**src/rtl/dmem_arbiter_if.sv**
```systemverilog
// ============================================================================
// Module   : dmem_arbiter_if
// Brief    : Bus bundle between the two requesters, the arbiter and the memory.
// Revision : 1.0 - initial release
// ============================================================================
`default_nettype none

interface dmem_arbiter_if #(
    parameter int ADDR_W = 32,
    parameter int DATA_W = 32
);
    // Port C (pipeline MEM stage)
    logic              c_req;
    logic              c_we;
    logic [ADDR_W-1:0] c_addr;
    logic [DATA_W-1:0] c_wdata;
    logic              c_gnt;
    logic              c_stall;
    logic              c_rvalid;
    logic [DATA_W-1:0] c_rdata;

    // Port D (DMA / debug)
    logic              d_req;
    logic              d_we;
    logic [ADDR_W-1:0] d_addr;
    logic [DATA_W-1:0] d_wdata;
    logic              d_gnt;
    logic              d_rvalid;
    logic [DATA_W-1:0] d_rdata;

    // Memory side
    logic              mem_en;
    logic              mem_we;
    logic [ADDR_W-1:0] mem_addr;
    logic [DATA_W-1:0] mem_wdata;
    logic [DATA_W-1:0] mem_rdata;

    modport slave (
        input  c_req, c_we, c_addr, c_wdata,
        output c_gnt, c_stall, c_rvalid, c_rdata,
        input  d_req, d_we, d_addr, d_wdata,
        output d_gnt, d_rvalid, d_rdata,
        output mem_en, mem_we, mem_addr, mem_wdata,
        input  mem_rdata
    );

    modport master (
        output c_req, c_we, c_addr, c_wdata,
        input  c_gnt, c_stall, c_rvalid, c_rdata,
        output d_req, d_we, d_addr, d_wdata,
        input  d_gnt, d_rvalid, d_rdata,
        input  mem_en, mem_we, mem_addr, mem_wdata,
        output mem_rdata
    );
endinterface

`default_nettype wire

```
**src/rtl/dmem_arbiter.sv**
```systemverilog
// ============================================================================
// Module   : dmem_arbiter
// Brief    : Fixed-priority data-memory arbiter (C over D) with D starvation guard.
// Revision : 1.0 - initial release
// ============================================================================
`default_nettype none

module dmem_arbiter #(
    parameter int ADDR_W     = 32,
    parameter int DATA_W     = 32,
    parameter int STARVE_MAX = 4
) (
    input  logic           clk,
    input  logic           rst_n,
    dmem_arbiter_if.slave  bus
);

    typedef enum logic [1:0] {
        R_NONE = 2'd0,
        R_C    = 2'd1,
        R_D    = 2'd2
    } resp_owner_t;

    localparam logic [3:0] STARVE_LIMIT = 4'(STARVE_MAX);

    resp_owner_t       resp_owner_q, resp_owner_d;
    logic [3:0]        starve_cnt_q, starve_cnt_d;

    logic              force_d;
    logic              c_gnt;
    logic              d_gnt;
    logic              mem_we_sel;
    logic [ADDR_W-1:0] mem_addr_sel;
    logic [DATA_W-1:0] mem_wdata_sel;

    // Grant decision: D only wins over an active C once it has waited STARVE_MAX cycles.
    always_comb begin
        force_d = (starve_cnt_q == STARVE_LIMIT);
        d_gnt   = bus.d_req & (~bus.c_req | force_d);
        c_gnt   = bus.c_req & ~d_gnt;
    end

    always_comb begin
        mem_we_sel    = 1'b0;
        mem_addr_sel  = '0;
        mem_wdata_sel = '0;
        if (c_gnt) begin
            mem_we_sel    = bus.c_we;
            mem_addr_sel  = bus.c_addr;
            mem_wdata_sel = bus.c_wdata;
        end else if (d_gnt) begin
            mem_we_sel    = bus.d_we;
            mem_addr_sel  = bus.d_addr;
            mem_wdata_sel = bus.d_wdata;
        end
    end

    always_comb begin
        resp_owner_d = R_NONE;
        if (c_gnt && !bus.c_we) begin
            resp_owner_d = R_C;
        end else if (d_gnt && !bus.d_we) begin
            resp_owner_d = R_D;
        end
    end

    always_comb begin
        starve_cnt_d = starve_cnt_q;
        if (d_gnt) begin
            starve_cnt_d = 4'd0;
        end else if (bus.d_req && (starve_cnt_q != STARVE_LIMIT)) begin
            starve_cnt_d = starve_cnt_q + 4'd1;
        end
    end

    always_ff @(posedge clk or negedge rst_n) begin
        if (!rst_n) begin
            resp_owner_q <= R_NONE;
            starve_cnt_q <= 4'd0;
        end else begin
            resp_owner_q <= resp_owner_d;
            starve_cnt_q <= starve_cnt_d;
        end
    end

    assign bus.c_gnt     = c_gnt;
    assign bus.d_gnt     = d_gnt;
    assign bus.c_stall   = bus.c_req & ~c_gnt;

    assign bus.mem_en    = c_gnt | d_gnt;
    assign bus.mem_we    = mem_we_sel;
    assign bus.mem_addr  = mem_addr_sel;
    assign bus.mem_wdata = mem_wdata_sel;

    // Read data is steered by who owned the load issued last cycle; zero otherwise.
    assign bus.c_rvalid  = (resp_owner_q == R_C);
    assign bus.d_rvalid  = (resp_owner_q == R_D);
    assign bus.c_rdata   = bus.c_rvalid ? bus.mem_rdata : '0;
    assign bus.d_rdata   = bus.d_rvalid ? bus.mem_rdata : '0;

endmodule

`default_nettype wire
```
**src/flat_wrapper.sv**
```systemverilog
// flat-port wrapper written by rule: the top's interface ports become plain ports
module dmem_arbiter_flat 
#(
    parameter int ADDR_W     = 32,
    parameter int DATA_W     = 32,
    parameter int STARVE_MAX = 4
)
  (clk, rst_n, bus_c_req, bus_c_we, bus_c_addr, bus_c_wdata, bus_c_gnt, bus_c_stall, bus_c_rvalid, bus_c_rdata, bus_d_req, bus_d_we, bus_d_addr, bus_d_wdata, bus_d_gnt, bus_d_rvalid, bus_d_rdata, bus_mem_en, bus_mem_we, bus_mem_addr, bus_mem_wdata, bus_mem_rdata);
  dmem_arbiter_if #(.ADDR_W(ADDR_W), .DATA_W(DATA_W)) bus_i ();
  input  logic clk;
  input  logic rst_n;
  input wire logic [$bits(bus_i.c_req)-1:0] bus_c_req;
  input wire logic [$bits(bus_i.c_we)-1:0] bus_c_we;
  input wire logic [$bits(bus_i.c_addr)-1:0] bus_c_addr;
  input wire logic [$bits(bus_i.c_wdata)-1:0] bus_c_wdata;
  output wire logic [$bits(bus_i.c_gnt)-1:0] bus_c_gnt;
  output wire logic [$bits(bus_i.c_stall)-1:0] bus_c_stall;
  output wire logic [$bits(bus_i.c_rvalid)-1:0] bus_c_rvalid;
  output wire logic [$bits(bus_i.c_rdata)-1:0] bus_c_rdata;
  input wire logic [$bits(bus_i.d_req)-1:0] bus_d_req;
  input wire logic [$bits(bus_i.d_we)-1:0] bus_d_we;
  input wire logic [$bits(bus_i.d_addr)-1:0] bus_d_addr;
  input wire logic [$bits(bus_i.d_wdata)-1:0] bus_d_wdata;
  output wire logic [$bits(bus_i.d_gnt)-1:0] bus_d_gnt;
  output wire logic [$bits(bus_i.d_rvalid)-1:0] bus_d_rvalid;
  output wire logic [$bits(bus_i.d_rdata)-1:0] bus_d_rdata;
  output wire logic [$bits(bus_i.mem_en)-1:0] bus_mem_en;
  output wire logic [$bits(bus_i.mem_we)-1:0] bus_mem_we;
  output wire logic [$bits(bus_i.mem_addr)-1:0] bus_mem_addr;
  output wire logic [$bits(bus_i.mem_wdata)-1:0] bus_mem_wdata;
  input wire logic [$bits(bus_i.mem_rdata)-1:0] bus_mem_rdata;
  assign bus_i.c_req = bus_c_req;
  assign bus_i.c_we = bus_c_we;
  assign bus_i.c_addr = bus_c_addr;
  assign bus_i.c_wdata = bus_c_wdata;
  assign bus_c_gnt = bus_i.c_gnt;
  assign bus_c_stall = bus_i.c_stall;
  assign bus_c_rvalid = bus_i.c_rvalid;
  assign bus_c_rdata = bus_i.c_rdata;
  assign bus_i.d_req = bus_d_req;
  assign bus_i.d_we = bus_d_we;
  assign bus_i.d_addr = bus_d_addr;
  assign bus_i.d_wdata = bus_d_wdata;
  assign bus_d_gnt = bus_i.d_gnt;
  assign bus_d_rvalid = bus_i.d_rvalid;
  assign bus_d_rdata = bus_i.d_rdata;
  assign bus_mem_en = bus_i.mem_en;
  assign bus_mem_we = bus_i.mem_we;
  assign bus_mem_addr = bus_i.mem_addr;
  assign bus_mem_wdata = bus_i.mem_wdata;
  assign bus_i.mem_rdata = bus_mem_rdata;
  dmem_arbiter #(.ADDR_W(ADDR_W), .DATA_W(DATA_W), .STARVE_MAX(STARVE_MAX)) u_core (.clk(clk), .rst_n(rst_n), .bus(bus_i));
endmodule
```
**config.mk**
```make
export PLATFORM = sky130hd
export DESIGN_NAME = dmem_arbiter_flat
export DESIGN_NICKNAME = d
export VERILOG_FILES = /design/src/rtl/dmem_arbiter_if.sv /design/src/rtl/dmem_arbiter.sv /design/src/flat_wrapper.sv
export SDC_FILE = /design/constraint.sdc
export NUM_CORES = 1
export LEC_CHECK = 0
export CAP_MARGIN = 10
export CORE_AREA = 5 5 113 115
export DETAILED_ROUTE_END_ITERATION = 16
export DIE_AREA = 0 0 118 120
export GPL_ROUTABILITY_DRIVEN = 1
export PLACE_DENSITY = 0.66
export SLEW_MARGIN = 20
export SYNTH_ARGS = -nofsm -noshare
export SYNTH_HDL_FRONTEND = slang
export SYNTH_SLANG_ARGS = --single-unit
```
**constraint.sdc**
```tcl
create_clock -name clk -period 2.2 [get_ports clk]
set_clock_uncertainty 0.2 [all_clocks]
set_input_delay 0.22 -clock clk [delete_from_list [all_inputs] [get_ports clk]]
set_output_delay 0.22 -clock clk [all_outputs]
set_load 0.01 [all_outputs]
```
* Word-level counts from Yosys, hierarchy flattened *
Index checks and enable logic that the tools add are counted.

storage, ports and cells
  bits in registers = 6
  output and inout port bits = 135

cells by class
  add/subtract/negate cells = 1
  equal/unequal tests = 4
  multiplexer cells = 12
  bitwise operators = 8
  reduce and logical (&&, ||, !) cells = 6

operators with widths
  kind                 count
  $mux 32              6
  $mux 4               2
  $add 4x1->4 const B  1
  $eq 4x3->1 const B   1
  $mux 2               2
  $ne 4x3->1 const B   1
  $and 1x1->1          3
  $logic_and 1x1->1    3
  $not 1->1            3
  $eq 2x1->1 const B   1
  $eq 2x2->1 const B   1
  $logic_not 1->1      2
  $mux 1               2
  $or 1x1->1           2
  $reduce_bool 2->1    1

* Depth between registers and ports, before layout *
  depth after elaboration = 7
  gate-level depth with buffers = 7
  gate-level depth less buffers = 5

* Worst setup path before layout *
No wires, ideal clock.

  path type = reg2out
  start point = register u_core.starve_cnt_q[0]
  end point = output bus_mem_wdata[11]
  arrival = 1.337 ns
  required time = 1.780 ns
  setup slack = 0.443 ns
  cell stages (with the launch flop) = 8
  buffers on the path = 2
  cells stage by stage = dfrtp_1 -> inv_1 -> ha_1 -> nand2_2 -> o21a_1 -> buf_6 -> buf_4 -> o22ai_2

on the way
  longest elaborated chain between the ends = 6
  elaborated cells between the ends (all ways) = 7
  classes of those cells = eq/ne (1); mux (2); bitwise (4)

RTL lines
  what                      line                source
  start: declaration        dmem_arbiter.sv:27  logic [3:0] starve_cnt_q, starve_cnt_d;
  start signal: assignment  dmem_arbiter.sv:82  starve_cnt_q <= starve_cnt_d;
  $eq 4x3->1 *              dmem_arbiter.sv:38  force_d = (starve_cnt_q == STARVE_LIMIT);
  $or 1x1->1 *              dmem_arbiter.sv:39  d_gnt = bus.d_req & (~bus.c_req | force_d);
  $and 1x1->1 *             dmem_arbiter.sv:39
  $not 1->1                 dmem_arbiter.sv:40  c_gnt = bus.c_req & ~d_gnt;
  $and 1x1->1               dmem_arbiter.sv:40
  $mux 32 *                 dmem_arbiter.sv:47  if (c_gnt) begin
  end: declaration          flat_wrapper.sv:30  output wire logic [$bits(bus_i.mem_wdata)-1:0] bus_mem_wdata;

Mark *: on every way between the ends. The rest lies on a longest branch, timed or not.

* Worst setup path after layout *
  start point = register u_core.starve_cnt_q[1]
  end point = output bus_mem_wdata[28]

The elaborated chain is that of the path after synthesis.

==> results.cfg <==
[outcome]
status = complete, no violations

[setup_path]
cp.arrival_ps = 1710
slowest_delay_ps = 380
setup.worst_path.start_class = flip-flop
regToRegSetupSlack_ps = 570
required_ps = 1780
endpoint_kind = output pin
critPathTopFamily = buffers and inverters
crit_path_cell_trace = inv_2, ha_4, nand2_2, o21a_4, buf_4, o22ai_2, dlygate4sd2_1
cp_slowest_cell = dfrtp_1
worst-setup-path-type = flip-flop to output pin
critPathBufInv = 3
worstRegToRegCells = 6
reg2reg_to = u_core.starve_cnt_q[3]$_DFFE_PN0P_
crit_fanout = 9
worstReg2RegStart = u_core.starve_cnt_q[1]$_DFFE_PN0P_

[cells_and_area]
area_growth_pct = 155
nets = 796
insertedDiodeCount = 0
drive_above_1_share = 0.232
fin_cells = 773
num-fill-cells = 1251
multiInputGateArea_um2 = 1820
fin_util = 0.458
regArea_um2 = 150

[pwr]
pwr-share-seq = 0.076
p_sw_uw = 821
p_leak_uw = 0.00226
power.density_nw_per_um2 = 393
power_uw = 2110
p_int_uw = 1290
p_comb_frac = 0.784
ir_worst_vdd_mv = 0.227
p_sw_frac = 0.390
clkPwrFrac = 0.140

[placed_design]
hpwlAfterDp_um = 10200
routabilityCongestion = 0.785
post-place-ws_ps = -61.6
place_inst = 761
numPortBuffers = 300

[yosys]
ys_seq_area_frac = 0.0713
syn_inst = 331
synth_top_area_frac = 0.238
synth-xor-area-share = 0
synth.area.top_cells = o22ai_2 (24%), nand2_1 (23%), and2_1 (19%)
synth.distinct_cells = 26
synth_common_cells = nand2_1 (131), and2_1 (64), o22ai_2 (40)
syn_area_per_cell_um2 = 6.37
syn_nets = 499
async_flop_share = 1.00
synthFlopType = dfrtp_1
synth_seq_cells = 6
synthMuxAreaShare = 0
synth_simple_gate_area_frac = 0.470
synthesis.area_um2 = 2110
synth_top_family_by_area = simple AND/OR/NAND/NOR gates
yosysTopAreaCell = o22ai_2
synth_edf_count = 0
synth_compound_area_frac = 0.340
synth_adder_area_share = 0.0119
yosys_warnings = 0
synthMostInstantiatedCell = nand2_1

[floorplanning]
die_h_um = 120
die_x_um = 118
die_area_um2 = 14200
start_util = 0.180
core_um2 = 11700
io_pins = 301
core.rowCount = 40

[global_route]
grt_usage = 0.160
grt_start_max_net_pins = 54
overflow = 0
grt_pass1_wl_um = 19000
grt_pass1_vias = 3711
grt_antenna_before_repair = 1

[timing]
drv_slew = 0
setup_viol = 0
rsz0062_at_grt = yes
fin_crit_sh = 0.970
min_period_ps = 2130
maxSlewHeadroom = 0.775
whs_ps = 51.7
final_hold_viol_count = 0
fin_ws_ps = 66.2
worst_pin_slew_ps = 337
max_freq_mhz = 469

[cts]
path_clk_slew_ps = 40
clock_latency_ps = 230
cts_num_sinks = 6
htree_num_levels = 1
clockRootBuffer = clkbuf_16
clk_path_buf_depth = 2
cts_tree = done
cts_buffers = 3

[min_path]
hp-class = input pin to async pin

[detailed_routing]
antenna_left = 0
vias = 3473
wire_per_inst_um = 16.1
drt_iter0_markers = 109
first_pass_iters = 4
via_per_inst = 4.49
wirelength_um = 12400
drcViolationCount = 0

[run]
maxCapViolations = 0
==> power groups by stage <==
stage	Combinational [uW]	Clock [uW]	Sequential, uW
final	1650	295	160
after global routing	1770	312	163
after global placement	1610	0	152
after detailed placement	1630	0	155
after CTS	1650	302	158
after floorplan	723	0	150
==> metrics by stage <==
stage	area (um2)	TNS, ps
after floorplan	2110	0
after global placement	5330	-631
after detailed placement	5330	-1290
after CTS	5470	-48.6
after global routing	5360	-229
final	5360	0
==> final cells by class <==
cell class / count / share of cell area
Timing Repair Buffer: 328 / 0.582
Inverter: 3 / 0.00210
Multi-Input combinational cell: 286 / 0.339
Sequential cell: 6 / 0.0280
Tap cell: 147 / 0.0343
Clock buffer: 3 / 0.0140
==> worst max path at each step <==
stage	start	endpoint	slack (ps)	cells past startpoint
6_report	u_core.starve_cnt_q[1]$_DFFE_PN0P_	bus_mem_wdata[28]	70	7
5_1_grt	u_core.resp_owner_q[1]$_DFF_PN0_	bus_d_rdata[9]	-50	4
3_3_place_gp	u_core.starve_cnt_q[0]$_DFFE_PN0P_	bus_mem_wdata[8]	-50	7
3_5_place_dp	u_core.starve_cnt_q[0]$_DFFE_PN0P_	bus_mem_addr[0]	-60	7
4_1_cts	u_core.starve_cnt_q[1]$_DFFE_PN0P_	bus_mem_addr[0]	-30	9
2_1_floorplan	u_core.starve_cnt_q[0]$_DFFE_PN0P_	bus_mem_wdata[11]	440	7
==> sequential cells by signal, indices dropped and copies added (netlist names) <==
| register | count |
|---|---|
| u_core.resp_owner_q | 2 |
| u_core.starve_cnt_q | 4 |
==> layout by cell type (no fill, tap or decap), types with 6 or more instances in the layout <==
cell             synthesis  final
and2_1                  64     64
clkbuf_2                 0     43
clkdlybuf4s50_1          0    230
o22ai_1                 26     23
dfrtp_1                  6      6
buf_4                    5     13
o22ai_2                 40     39
buf_12                   0      8
buf_2                    5     15
nand2_1                131    131
==> repair_timing <==
action / 4_1_cts / 5_1_grt
endpoints found under the setup margin: 87 / 78
pin swaps: 2 / 4
buffers inserted: 5 / 1
resized for setup: 151 / 80
hold endpoints to repair: 0 / 0
cloned: 2 / 2
hold buffers: 0 / 0
==> routing by layer <==
layer | up-vias | global-route usage | wire length (um) | part of all wire
met5 | - | 0 | 13 | 0.0010
met4 | 2 | 0.0487 | 229 | 0.018
met3 | 16 | 0.0631 | 1260 | 0.10
met2 | 196 | 0.303 | 6550 | 0.53
met1 | 1556 | 0.161 | 4370 | 0.35
li1 | 1703 | - | - | -
==> cell families (layout without fill, tap and decap cells) <==
logic type	Yosys count	count (layout)
buffers and inverters	39	334
flip-flops	6	6
adder cells (fa/ha/maj)	2	2
AO/OA/AOI/OAI	74	74
AND/OR/NAND/NOR	210	210
No activity file was read; power rests on OpenSTA's default activity.
